`config.mk`:
```
export PLATFORM = sky130hd
export DESIGN_NAME = ex_stage_flat
export DESIGN_NICKNAME = d
export VERILOG_FILES = /design/src/rtl/ex_pkg.sv /design/src/rtl/ex_stage_if.sv /design/src/rtl/ex_stage_mul_iter.sv /design/src/rtl/ex_stage.sv /design/src/flat_wrapper.sv
export SDC_FILE = /design/constraint.sdc
export NUM_CORES = 1
export LEC_CHECK = 0
export ABC_AREA = 1
export BUFFER_PORTS_ARGS = -buffer_cell sky130_fd_sc_hd__buf_2
export CELL_PAD_IN_SITES_DETAIL_PLACEMENT = 1
export CELL_PAD_IN_SITES_GLOBAL_PLACEMENT = 2
export CORE_UTILIZATION = 31
export CTS_CLUSTER_SIZE = 24
export DETAILED_ROUTE_END_ITERATION = 6
export PLACE_DENSITY = 0.84
export SETUP_SLACK_MARGIN = 0.5
export SLEW_MARGIN = 40
export SYNTH_ARGS = -nofsm -noshare
export SYNTH_HDL_FRONTEND = slang
export SYNTH_SLANG_ARGS = --single-unit
```
`constraint.sdc`:
```
create_clock -name clk -period 4.44 [get_ports clk]
set_clock_uncertainty 0.15 [all_clocks]
set_input_delay 0.666 -clock clk [delete_from_list [all_inputs] [get_ports clk]]
set_output_delay 0.666 -clock clk [all_outputs]
set_load 0.01 [all_outputs]
```
`src/rtl/ex_pkg.sv`:
```
// Shared encodings for the execute stage: ALU op codes, forward selects, FSM states.
package ex_pkg;

  typedef logic [3:0] aluop_t;

  localparam aluop_t ALU_ADD   = 4'b0000;
  localparam aluop_t ALU_SUB   = 4'b0001;
  localparam aluop_t ALU_AND   = 4'b0010;
  localparam aluop_t ALU_OR    = 4'b0011;
  localparam aluop_t ALU_XOR   = 4'b0100;
  localparam aluop_t ALU_SLL   = 4'b0101;
  localparam aluop_t ALU_SRL   = 4'b0110;
  localparam aluop_t ALU_SRA   = 4'b0111;
  localparam aluop_t ALU_SLT   = 4'b1000;
  localparam aluop_t ALU_SLTU  = 4'b1001;
  localparam aluop_t ALU_MUL   = 4'b1010;
  localparam aluop_t ALU_PASSB = 4'b1011;

  typedef logic [1:0] fwd_t;

  localparam fwd_t FWD_REG = 2'b00;
  localparam fwd_t FWD_MEM = 2'b10;
  localparam fwd_t FWD_WB  = 2'b01;

  typedef logic [1:0] state_t;

  localparam state_t S_IDLE     = 2'd0;
  localparam state_t S_MUL_RUN  = 2'd1;
  localparam state_t S_MUL_DONE = 2'd2;

endpackage

```
`src/rtl/ex_stage_if.sv`:
```
// ID/EX operands, forwarding/control inputs and EX/MEM register outputs of the execute stage.
interface ex_stage_if #(
  parameter int unsigned XLEN = 32
);
  logic            in_valid;
  logic [XLEN-1:0] in_rs1_data;
  logic [XLEN-1:0] in_rs2_data;
  logic [XLEN-1:0] in_imm;
  logic            in_alusrc;
  logic [3:0]      in_aluop;
  logic [4:0]      in_rd;
  logic            in_regwrite;
  logic            in_memread;
  logic            in_memwrite;
  logic            in_memtoreg;
  logic [1:0]      forwardA;
  logic [1:0]      forwardB;
  logic [XLEN-1:0] exmem_fwd_data;
  logic [XLEN-1:0] wb_fwd_data;
  logic            flush;
  logic            hold;
  logic            stall_req;
  logic            exmem_valid;
  logic            exmem_regwrite;
  logic            exmem_memread;
  logic            exmem_memwrite;
  logic            exmem_memtoreg;
  logic [4:0]      exmem_rd;
  logic [XLEN-1:0] exmem_alu_result;
  logic [XLEN-1:0] exmem_store_data;

  modport slave (
    input  in_valid, in_rs1_data, in_rs2_data, in_imm, in_alusrc, in_aluop, in_rd,
           in_regwrite, in_memread, in_memwrite, in_memtoreg,
           forwardA, forwardB, exmem_fwd_data, wb_fwd_data, flush, hold,
    output stall_req, exmem_valid, exmem_regwrite, exmem_memread, exmem_memwrite,
           exmem_memtoreg, exmem_rd, exmem_alu_result, exmem_store_data
  );

  modport master (
    output in_valid, in_rs1_data, in_rs2_data, in_imm, in_alusrc, in_aluop, in_rd,
           in_regwrite, in_memread, in_memwrite, in_memtoreg,
           forwardA, forwardB, exmem_fwd_data, wb_fwd_data, flush, hold,
    input  stall_req, exmem_valid, exmem_regwrite, exmem_memread, exmem_memwrite,
           exmem_memtoreg, exmem_rd, exmem_alu_result, exmem_store_data
  );
endinterface

```
`src/rtl/ex_stage_mul_iter.sv`:
```
// Iterative shift-add multiplier: one partial-product step per cycle, low XLEN bits kept.
module mul_iter #(
  parameter int unsigned XLEN       = 32,
  parameter int unsigned MUL_CYCLES = 32
) (
  input  logic            clk,
  input  logic            rst,
  input  logic            start,
  input  logic            hold,
  input  logic            abort,
  input  logic [XLEN-1:0] a,
  input  logic [XLEN-1:0] b,
  output logic            done,
  output logic [XLEN-1:0] product
);
  localparam int unsigned CW = (MUL_CYCLES > 1) ? $clog2(MUL_CYCLES) : 1;
  localparam logic [CW-1:0] LAST = CW'(MUL_CYCLES - 1);

  logic [XLEN-1:0] mcand;
  logic [XLEN-1:0] mplier;
  logic [XLEN-1:0] acc;
  logic [CW-1:0]   count;
  logic            busy;

  // Final step is being taken this cycle (ignoring hold; the FSM also gates on hold).
  assign done    = busy && (count == LAST);
  assign product = acc;

  // Load operands on start, then add/shift once per unfrozen cycle until the last step.
  always_ff @(posedge clk) begin
    if (rst) begin
      mcand  <= '0;
      mplier <= '0;
      acc    <= '0;
      count  <= '0;
      busy   <= 1'b0;
    end else if (abort) begin
      count <= '0;
      busy  <= 1'b0;
    end else if (hold) begin
      busy <= busy;
    end else if (start) begin
      mcand  <= a;
      mplier <= b;
      acc    <= '0;
      count  <= '0;
      busy   <= 1'b1;
    end else if (busy) begin
      if (mplier[0]) begin
        acc <= acc + mcand;
      end
      mcand  <= {mcand[XLEN-2:0], 1'b0};
      mplier <= {1'b0, mplier[XLEN-1:1]};
      if (count == LAST) begin
        count <= '0;
        busy  <= 1'b0;
      end else begin
        count <= count + 1'b1;
      end
    end
  end

endmodule

```
`src/rtl/ex_stage.sv`:
```
// RV32 execute stage: operand forwarding, ALU, iterative multiply and the EX/MEM register.
module ex_stage
  import ex_pkg::*;
#(
  parameter int unsigned XLEN       = 32,
  parameter int unsigned MUL_CYCLES = 32
) (
  input logic      clk,
  input logic      rst,
  ex_stage_if.slave bus
);
  state_t          state;
  logic [XLEN-1:0] op_a;
  logic [XLEN-1:0] fwd_b;
  logic [XLEN-1:0] op_b;
  logic [XLEN-1:0] alu_result;
  logic            is_mul;
  logic            mul_start;
  logic            mul_done;
  logic [XLEN-1:0] mul_product;
  logic            stall;

  logic            nxt_valid;
  logic            nxt_regwrite;
  logic            nxt_memread;
  logic            nxt_memwrite;
  logic            nxt_memtoreg;
  logic [4:0]      nxt_rd;
  logic [XLEN-1:0] nxt_result;
  logic [XLEN-1:0] nxt_store;

  assign is_mul    = (bus.in_aluop == ALU_MUL);
  assign mul_start = (state == S_IDLE) && bus.in_valid && is_mul && !bus.flush && !bus.hold;

  // Forwarding muxes and ALU; select 11 falls back to the register file.
  always_comb begin
    unique case (bus.forwardA)
      FWD_MEM: op_a = bus.exmem_fwd_data;
      FWD_WB:  op_a = bus.wb_fwd_data;
      default: op_a = bus.in_rs1_data;
    endcase
    unique case (bus.forwardB)
      FWD_MEM: fwd_b = bus.exmem_fwd_data;
      FWD_WB:  fwd_b = bus.wb_fwd_data;
      default: fwd_b = bus.in_rs2_data;
    endcase
    op_b = bus.in_alusrc ? bus.in_imm : fwd_b;

    alu_result = '0;
    case (bus.in_aluop)
      ALU_ADD:   alu_result = op_a + op_b;
      ALU_SUB:   alu_result = op_a - op_b;
      ALU_AND:   alu_result = op_a & op_b;
      ALU_OR:    alu_result = op_a | op_b;
      ALU_XOR:   alu_result = op_a ^ op_b;
      ALU_SLL:   alu_result = op_a << op_b[4:0];
      ALU_SRL:   alu_result = op_a >> op_b[4:0];
      ALU_SRA:   alu_result = $unsigned($signed(op_a) >>> op_b[4:0]);
      ALU_SLT:   alu_result = {{(XLEN-1){1'b0}}, ($signed(op_a) < $signed(op_b))};
      ALU_SLTU:  alu_result = {{(XLEN-1){1'b0}}, (op_a < op_b)};
      ALU_PASSB: alu_result = op_b;
      default:   alu_result = '0;
    endcase
  end

  mul_iter #(
    .XLEN       (XLEN),
    .MUL_CYCLES (MUL_CYCLES)
  ) u_mul (
    .clk     (clk),
    .rst     (rst),
    .start   (mul_start),
    .hold    (bus.hold),
    .abort   (bus.flush),
    .a       (op_a),
    .b       (op_b),
    .done    (mul_done),
    .product (mul_product)
  );

  // Multiply sequencing; flush aborts, hold freezes.
  always_ff @(posedge clk) begin
    if (rst) begin
      state <= S_IDLE;
    end else if (bus.flush) begin
      state <= S_IDLE;
    end else if (!bus.hold) begin
      case (state)
        S_IDLE:     if (bus.in_valid && is_mul) state <= S_MUL_RUN;
        S_MUL_RUN:  if (mul_done) state <= S_MUL_DONE;
        S_MUL_DONE: state <= S_IDLE;
        default:    state <= S_IDLE;
      endcase
    end
  end

  // Upstream stall while a multiply is being launched or is iterating.
  always_comb begin
    stall = 1'b0;
    if (!rst && !bus.flush) begin
      case (state)
        S_IDLE:    stall = bus.in_valid && is_mul;
        S_MUL_RUN: stall = 1'b1;
        default:   stall = 1'b0;
      endcase
    end
  end

  assign bus.stall_req = stall;

  // Next EX/MEM contents: ALU result in IDLE, product in MUL_DONE, bubble otherwise.
  always_comb begin
    nxt_valid    = 1'b0;
    nxt_regwrite = 1'b0;
    nxt_memread  = 1'b0;
    nxt_memwrite = 1'b0;
    nxt_memtoreg = 1'b0;
    nxt_rd       = '0;
    nxt_result   = '0;
    nxt_store    = '0;
    if (!bus.flush) begin
      if ((state == S_IDLE && bus.in_valid && !is_mul) || state == S_MUL_DONE) begin
        nxt_valid    = 1'b1;
        nxt_regwrite = bus.in_regwrite;
        nxt_memread  = bus.in_memread;
        nxt_memwrite = bus.in_memwrite;
        nxt_memtoreg = bus.in_memtoreg;
        nxt_rd       = bus.in_rd;
        nxt_result   = (state == S_MUL_DONE) ? mul_product : alu_result;
        nxt_store    = fwd_b;
      end
    end
  end

  // EX/MEM pipeline register; flush overrides hold so a squash always lands.
  always_ff @(posedge clk) begin
    if (rst) begin
      bus.exmem_valid      <= 1'b0;
      bus.exmem_regwrite   <= 1'b0;
      bus.exmem_memread    <= 1'b0;
      bus.exmem_memwrite   <= 1'b0;
      bus.exmem_memtoreg   <= 1'b0;
      bus.exmem_rd         <= '0;
      bus.exmem_alu_result <= '0;
      bus.exmem_store_data <= '0;
    end else if (bus.flush || !bus.hold) begin
      bus.exmem_valid      <= nxt_valid;
      bus.exmem_regwrite   <= nxt_regwrite;
      bus.exmem_memread    <= nxt_memread;
      bus.exmem_memwrite   <= nxt_memwrite;
      bus.exmem_memtoreg   <= nxt_memtoreg;
      bus.exmem_rd         <= nxt_rd;
      bus.exmem_alu_result <= nxt_result;
      bus.exmem_store_data <= nxt_store;
    end
  end

endmodule

```
`src/flat_wrapper.sv`:
```
// flat-port wrapper written by rule: the top's interface ports become plain ports
module ex_stage_flat import ex_pkg::*;
#(
  parameter int unsigned XLEN       = 32,
  parameter int unsigned MUL_CYCLES = 32
)
  (clk, rst, bus_in_valid, bus_in_rs1_data, bus_in_rs2_data, bus_in_imm, bus_in_alusrc, bus_in_aluop, bus_in_rd, bus_in_regwrite, bus_in_memread, bus_in_memwrite, bus_in_memtoreg, bus_forwardA, bus_forwardB, bus_exmem_fwd_data, bus_wb_fwd_data, bus_flush, bus_hold, bus_stall_req, bus_exmem_valid, bus_exmem_regwrite, bus_exmem_memread, bus_exmem_memwrite, bus_exmem_memtoreg, bus_exmem_rd, bus_exmem_alu_result, bus_exmem_store_data);
  ex_stage_if #(.XLEN(XLEN)) bus_i ();
  input logic clk;
  input logic rst;
  input wire logic [$bits(bus_i.in_valid)-1:0] bus_in_valid;
  input wire logic [$bits(bus_i.in_rs1_data)-1:0] bus_in_rs1_data;
  input wire logic [$bits(bus_i.in_rs2_data)-1:0] bus_in_rs2_data;
  input wire logic [$bits(bus_i.in_imm)-1:0] bus_in_imm;
  input wire logic [$bits(bus_i.in_alusrc)-1:0] bus_in_alusrc;
  input wire logic [$bits(bus_i.in_aluop)-1:0] bus_in_aluop;
  input wire logic [$bits(bus_i.in_rd)-1:0] bus_in_rd;
  input wire logic [$bits(bus_i.in_regwrite)-1:0] bus_in_regwrite;
  input wire logic [$bits(bus_i.in_memread)-1:0] bus_in_memread;
  input wire logic [$bits(bus_i.in_memwrite)-1:0] bus_in_memwrite;
  input wire logic [$bits(bus_i.in_memtoreg)-1:0] bus_in_memtoreg;
  input wire logic [$bits(bus_i.forwardA)-1:0] bus_forwardA;
  input wire logic [$bits(bus_i.forwardB)-1:0] bus_forwardB;
  input wire logic [$bits(bus_i.exmem_fwd_data)-1:0] bus_exmem_fwd_data;
  input wire logic [$bits(bus_i.wb_fwd_data)-1:0] bus_wb_fwd_data;
  input wire logic [$bits(bus_i.flush)-1:0] bus_flush;
  input wire logic [$bits(bus_i.hold)-1:0] bus_hold;
  output wire logic [$bits(bus_i.stall_req)-1:0] bus_stall_req;
  output wire logic [$bits(bus_i.exmem_valid)-1:0] bus_exmem_valid;
  output wire logic [$bits(bus_i.exmem_regwrite)-1:0] bus_exmem_regwrite;
  output wire logic [$bits(bus_i.exmem_memread)-1:0] bus_exmem_memread;
  output wire logic [$bits(bus_i.exmem_memwrite)-1:0] bus_exmem_memwrite;
  output wire logic [$bits(bus_i.exmem_memtoreg)-1:0] bus_exmem_memtoreg;
  output wire logic [$bits(bus_i.exmem_rd)-1:0] bus_exmem_rd;
  output wire logic [$bits(bus_i.exmem_alu_result)-1:0] bus_exmem_alu_result;
  output wire logic [$bits(bus_i.exmem_store_data)-1:0] bus_exmem_store_data;
  assign bus_i.in_valid = bus_in_valid;
  assign bus_i.in_rs1_data = bus_in_rs1_data;
  assign bus_i.in_rs2_data = bus_in_rs2_data;
  assign bus_i.in_imm = bus_in_imm;
  assign bus_i.in_alusrc = bus_in_alusrc;
  assign bus_i.in_aluop = bus_in_aluop;
  assign bus_i.in_rd = bus_in_rd;
  assign bus_i.in_regwrite = bus_in_regwrite;
  assign bus_i.in_memread = bus_in_memread;
  assign bus_i.in_memwrite = bus_in_memwrite;
  assign bus_i.in_memtoreg = bus_in_memtoreg;
  assign bus_i.forwardA = bus_forwardA;
  assign bus_i.forwardB = bus_forwardB;
  assign bus_i.exmem_fwd_data = bus_exmem_fwd_data;
  assign bus_i.wb_fwd_data = bus_wb_fwd_data;
  assign bus_i.flush = bus_flush;
  assign bus_i.hold = bus_hold;
  assign bus_stall_req = bus_i.stall_req;
  assign bus_exmem_valid = bus_i.exmem_valid;
  assign bus_exmem_regwrite = bus_i.exmem_regwrite;
  assign bus_exmem_memread = bus_i.exmem_memread;
  assign bus_exmem_memwrite = bus_i.exmem_memwrite;
  assign bus_exmem_memtoreg = bus_i.exmem_memtoreg;
  assign bus_exmem_rd = bus_i.exmem_rd;
  assign bus_exmem_alu_result = bus_i.exmem_alu_result;
  assign bus_exmem_store_data = bus_i.exmem_store_data;
  ex_stage #(.XLEN(XLEN), .MUL_CYCLES(MUL_CYCLES)) u_core (.clk(clk), .rst(rst), .bus(bus_i));
endmodule
```
Yosys cells after proc, flatten, opt, wreduce, memory -nomap -nowiden:

Cells that the tools add are included.

* bits in registers: 178
* output and inout bits: 75

* $add $sub $neg: 4
* $lt $le $gt $ge: 2
* equality and inequality tests: 20
* shift operators: 3
* mux-type cells: 39
* bitwise gates (word level): 5
* reductions and logical operators: 23

Operator list (number)
* 2-to-1 mux 32 bit: 13
* one-hot mux 32 bit (11 select lines): 1
* one-hot mux 32 bit (2 select lines): 2
* adder 32 bit: 2
* less-than comparator 32 bit: 2
* AND 32 bit: 1
* bitwise OR 32 bit: 1
* << shifter 32 x 5 -> 32 bit: 1
* >> shifter 32 x 5 -> 32 bit: 1
* >>> shifter 32 x 5 -> 32 bit: 1
* subtractor 32 bit: 1
* XOR 32 bit: 1
* 2-to-1 mux 5 bit: 5
* == test 4 x 3 -> 1 bit (second input constant): 4
* == test 4 bit (second input constant): 4
* 2-to-1 mux 1 bit: 14
* == test 4 x 2 -> 1 bit (second input constant): 2
* logical AND 1 bit: 8
* == test 2 x 1 -> 1 bit (second input constant): 3
* == test 2 bit (second input constant): 3
* AND reduction 3 bit: 2
* adder 5 x 1 -> 5 bit (second input constant): 1
* == test 5 bit (second input constant): 1
* == test 4 x 1 -> 1 bit (second input constant): 1
* other kinds (14): 21

Longest topological paths before layout:

* depth after elaboration: 8
* depth in mapped cells: 30

By module:

A second synthesis with hierarchy kept.

* cell total of the unflattened synthesis: 3823
* area, all modules: 21281.7 µm²

By module, submodules not included
* ex_stage: instances 1, cells each 2779, area an instance 14724.1 µm²
* mul_iter: instances 1, cells each 1044, area an instance 6557.5 µm²

Worst setup path before layout:

OpenSTA, ideal clock, no wires.

* kind: input port to flip-flop
* from: input port bus_forwardB[0]
* to: register u_core.bus.exmem_alu_result[9] (netlist bit)
* setup time: 0.132 ns
* arrival time: 3.857 ns
* slack: 0.301 ns
* cell stages on the path: 25
* buffers on the path: 3
* cell sequence: inv_1 ha_1 inv_2 buf_2 nor2_1 a21oi_1 nand2_1 nand2_2 inv_2 buf_1 ha_1 clkbuf_1 nor2_1 nand3_1 o21ai_0 inv_1 o21ai_0 xor2_1 nor2_1 nor3_1 nand2_1 nand2_1 nand2_1 nand2_1 a21oi_1

* longest elaborated chain between the ends: 8
* elaborated cells between the ends (all ways): 16
* those cells by class: add/sub: 2; eq/ne: 2; shift: 3; mux: 6; bitwise: 3

Ends and longest elaborated chain
* start, declared: RTL line flat_wrapper.sv:23 `input wire logic [$bits(bus_i.forwardB)-1:0] bus_forwardB;`
* == test 2 x 1 -> 1 bit / == test 2 bit (equally long branches): RTL line ex_stage.sv:42 `unique case (bus.forwardB)`
* one-hot mux 32 bit (2 select lines) *: RTL line ex_stage.sv:42
* 2-to-1 mux 32 bit *: RTL line ex_stage.sv:47 `op_b = bus.in_alusrc ? bus.in_imm : fwd_b;`
* subtractor 32 bit, or another cell as far along: RTL line ex_stage.sv:52 `ALU_SUB: alu_result = op_a - op_b;`
* one-hot mux 32 bit (11 select lines) *: RTL line ex_stage.sv:50 `case (bus.in_aluop)`
* 2-to-1 mux 32 bit *: RTL line ex_stage.sv:129 `nxt_result = (state == S_MUL_DONE) ? mul_product : alu_result;`
* 2-to-1 mux 32 bit *: RTL line ex_stage.sv:122 `if ((state == S_IDLE && bus.in_valid && !is_mul) || state == S_MUL_DONE) begin`
* 2-to-1 mux 32 bit *: RTL line ex_stage.sv:121 `if (!bus.flush) begin`
* end signal, assigned: RTL line ex_stage.sv:153 `bus.exmem_alu_result <= nxt_result;`
* end, declared: RTL line ex_stage_if.sv:37 `exmem_memtoreg, exmem_rd, exmem_alu_result, exmem_store_data`

Every way passes the cells marked *; elsewhere a longest branch is shown, timed or not.
A chain may end at the register's enable or synchronous reset.

Worst setup path after layout:

* from: input port bus_forwardA[0]
* to: register u_core.bus.exmem_alu_result[16] (netlist bit)

* longest elaborated chain between the ends: 7
* elaborated cells between the ends (all ways): 15
* those cells by class: add/sub: 2; eq/ne: 2; shift: 3; mux: 5; bitwise: 3

Ends and longest elaborated chain
* start, declared: RTL line flat_wrapper.sv:22 `input wire logic [$bits(bus_i.forwardA)-1:0] bus_forwardA;`
* == test 2 x 1 -> 1 bit / == test 2 bit (equally long branches): RTL line ex_stage.sv:37 `unique case (bus.forwardA)`
* one-hot mux 32 bit (2 select lines) *: RTL line ex_stage.sv:37
* subtractor 32 bit, or another cell as far along: RTL line ex_stage.sv:52
* one-hot mux 32 bit (11 select lines) *: RTL line ex_stage.sv:50
* 2-to-1 mux 32 bit *: RTL line ex_stage.sv:129
* 2-to-1 mux 32 bit *: RTL line ex_stage.sv:122
* 2-to-1 mux 32 bit *: RTL line ex_stage.sv:121

Marks and branches as above.

==> flow_summary_export.csv <==
group,metric,value,unit
status,outcome,"completed",
die,core,0.06446,mm^2
logic_synthesis,netlist_area,0.02023,mm^2
die,row_count,93,
finish,drive_gt1_share,28.57,%
clocking,htree_levels,4,
detailed_routing,vias_per_cell,5.555,
detailed_routing,drt_iter0_markers,2410,
finish,seqCellArea,0.003563,mm^2
clocking,cts_buffer_depth,2,
power_and_ir_drop,p_comb_share,60.5,%
power_and_ir_drop,power_density,298.4,mW/mm^2
finish,design_area,0.02866,mm^2
power_and_ir_drop,ir_drop,0.2739,mV
clocking,worst_skew_pair.late_latency,0.53,ns
clocking,holdBufCountCts,0,
setup_path,regToRegSetupSlack,1.47,ns
finish,multi_input_area,0.01594,mm^2
min_path,hp-class,"in -> reg",
logic_synthesis,ys_seq_area_share,17.62,%
die,start_util,31.38,%
clocking,root_buffer,"clkbuf_16",
logic_synthesis,ys_ff_latch,178,
place,gp_congestion,1.060,
setup_path,path_class,"in -> reg",
clocking,cts_tree,"done",
detailed_routing,wirelength,125800,um
sta,finalCritPeriodShare,88.90,%
place,hpwl,100500,um
power_and_ir_drop,switching_share,47.16,%
sta,max_slew_margin,48.39,%
sta,worst_slew_pin_slew,0.7733,ns
finish,final_cell_mix,"nand2_1, buf_4, nand3_1",
place,io_buffer_count,257,
clocking,cts.sinks,178,
finish,nets,4606,
finish,nFillCells,8741,
sta,rsz0062_at_grt,"true",
global_routing,track_usage,36.51,%
global_routing,grt_pass1_wl,180400,um
clocking,cts_buffers,17,
die,dieArea,0.06628,mm^2
logic_synthesis,ys_warn_count,0,
logic_synthesis,synth_nets,3918,
clocking,clk_pin_slew_worst_paths,0.08,ns
power_and_ir_drop,p_leak,0.01373,uW
detailed_routing,drc,0,
place,placed_area,0.02624,mm^2
finish,utilization,44.45,%
logic_synthesis,synth_top_area_share,21.06,%
global_routing,grt_pass1_vias,27840,
logic_synthesis,syn_inst,3591,
global_routing,antenna_found_initial,3,
sta,final-setup-viol-count,0,
finish,layout_commonest_cell,"nand2_1",
setup_path,arrival,4.19,ns
power_and_ir_drop,p_clk_share,20.5,%
detailed_routing,wire_per_inst,24.43,um
setup_path,crit_fanout,10,
die,die_width,257.4,um
finish,synthToLayoutAreaGrowth,41.66,%
setup_path,critPathRequiredTime,4.68,ns
sta,fmax,253.4,MHz
logic_synthesis,synth_area_leaders,"nand2_1, dfxtp_1, nand3_1",
global_routing,grt-ovfl-total,0,
run,timing.max_cap.violations,0,
die,io_pins,258,
logic_synthesis,avgSynthCellArea,5.633,um^2
sta,finalHoldViolCount,0,
detailed_routing,drt-pass1-iter-count,5,
power_and_ir_drop,power.total,8551,uW
logic_synthesis,yosysTopAreaCell,"nand2_1",
sta,slew_viol_final,0,
die,die_y,257.4,um
detailed_routing,via_count,28600,
global_routing,grt_max_degree,123,
power_and_ir_drop,intPower,4518,uW
detailed_routing,ant_nets,0,
setup_path,end_kind,"flop",
power_and_ir_drop,switchingPower,4033,uW
sta,period_needed,3.947,ns
logic_synthesis,ys_types,53,
power_and_ir_drop,p_seq_share,19.0,%
setup_path,cp-start-kind,"input pin",
cell families after synthesis:
| group | after synthesis | synth area share, % |
|---|---|---|
| compound gates | 730 | 20.85 |
| xor+xnor | 8 | 0.3464 |
| fa+ha+maj | 144 | 9.018 |
| buf+inv | 519 | 10.34 |
| flops | 178 | 17.62 |
| simple gates | 2012 | 41.83 |
through the flow:
step | worst slack [ns] | instances | setup TNS, ns | hold WS (ns)
finish | 0.4930 | 5148 | 0 | 0.2305
global route | 0.4003 | 5146 | 0 | 0.2347
CTS | 0.4849 | 5114 | 0 | 0.1944
detailed placement | -0.5927 | 5078 | -8.977 | 0.3022
global placement | -0.6034 | 5077 | -8.673 | 0.2991
floorplan | 0.5010 | 3591 | 0 | 0.2893
power by group through the flow:
stage          clock network, uW  logic, uW  registers, uW
6_report                    1750       5170           1630
5_1_grt                     1830       5480           1630
4_1_cts                     1780       4530           1630
3_3_place_gp                   0       4370           1660
3_5_place_dp                   0       4410           1660
2_1_floorplan                  0       2020           1670
metal layers:
metal / vias up / global-route usage, % / routed length, um / part of all wire, %
met1: 13860 / 48.12 / 54330 / 43
li1: 13360 / - / - / -
met4: 2 / 18.54 / 7649 / 6.1
met5: - / 0 / 10 / 0.0080
met3: 244 / 7.220 / 9445 / 7.5
met2: 1127 / 56.21 / 54340 / 43
final timing paths:
check	cells past startpoint	start	to
worst max register to register	13	u_core.u_mul.mcand[2]	u_core.u_mul.product[31]
worst min-delay path	3	bus_in_regwrite	u_core.bus.exmem_regwrite
worst min register to register	2	u_core.bus.exmem_alu_result[13]	u_core.bus.exmem_alu_result[13]
worst max-delay path	26	bus_forwardA[0]	u_core.bus.exmem_alu_result[16]
critical path: stages:
cell and delay (ns):
buf_2 0.09, inv_1 0.07, ha_4 0.29, inv_8 0.06
buf_12 0.13, o21ai_2 0.20, buf_6 0.16, inv_1 0.09
ha_1 0.24, fa_2 0.41, nand3_1 0.12, nand2_2 0.11
buf_4 0.19, nand2_1 0.06, nand2_1 0.12, buf_4 0.17
nand2_1 0.06, nand2_1 0.09, o21ai_1 0.18, nand3_2 0.20
a21oi_2 0.16, nand3_1 0.08, nand2_1 0.07, nand2_1 0.06
nand2_1 0.05, a21oi_1 0.06
registers in the layout, summed over array words and instances, names as in the netlist:
name and count:
u_core.bus.exmem_alu_result 32, u_core.bus.exmem_memread 1, u_core.bus.exmem_memtoreg 1, u_core.bus.exmem_memwrite 1, u_core.bus.exmem_rd 5, u_core.bus.exmem_regwrite 1, u_core.bus.exmem_store_data 32, u_core.bus.exmem_valid 1
u_core.state 2, u_core.u_mul.busy 1, u_core.u_mul.count 5, u_core.u_mul.mcand 32, u_core.u_mul.mplier 32, u_core.u_mul.product 32
layout make-up:
| type | count | area share, % |
|---|---|---|
| timing repair buffer | 861 | 21.70 |
| clock inverter | 14 | 0.6506 |
| tap | 855 | 3.733 |
| multi-input combinational | 2894 | 55.63 |
| clock buffer | 17 | 1.485 |
| inverter | 327 | 4.353 |
| sequential | 178 | 12.44 |
| antenna | 2 | 0.01746 |
synth_stat cells, drive strengths merged:
| library cell | instances |
|---|---|
| xnor2 | 2 |
| ha | 141 |
| o21a | 24 |
| nand4 | 33 |
| or2 | 22 |
| and2 | 4 |
| a21oi | 334 |
| a221oi | 5 |
| a311oi | 61 |
| o22ai | 19 |
| o211a | 1 |
| nor3 | 36 |
| o211ai | 13 |
| dfxtp | 178 |
| nand3b | 5 |
| and3b | 1 |
| o2111ai | 2 |
| nand3 | 512 |
| clkinv | 1 |
| o21ai | 211 |
| inv | 326 |
| a22oi | 1 |
| nor4 | 2 |
| o311ai | 1 |
| nor2 | 258 |
| a31oi | 9 |
| a21boi | 5 |
| clkbuf | 108 |
| o221ai | 8 |
| xor2 | 6 |
| a211oi | 9 |
| a21o | 13 |
| buf | 84 |
| o21bai | 14 |
| fa | 3 |
| nand2 | 1139 |
what timing repair did:
| item | CTS | global route |
|---|---|---|
| hold endpoints to repair | 0 | 0 |
| resized for setup | 89 | 331 |
| setup endpoints to repair | 26 | 29 |
| cloned | 0 | 4 |
| pin swaps | 11 | 92 |
| setup buffers | 5 | 28 |
(Power assumes the default switching activity.)
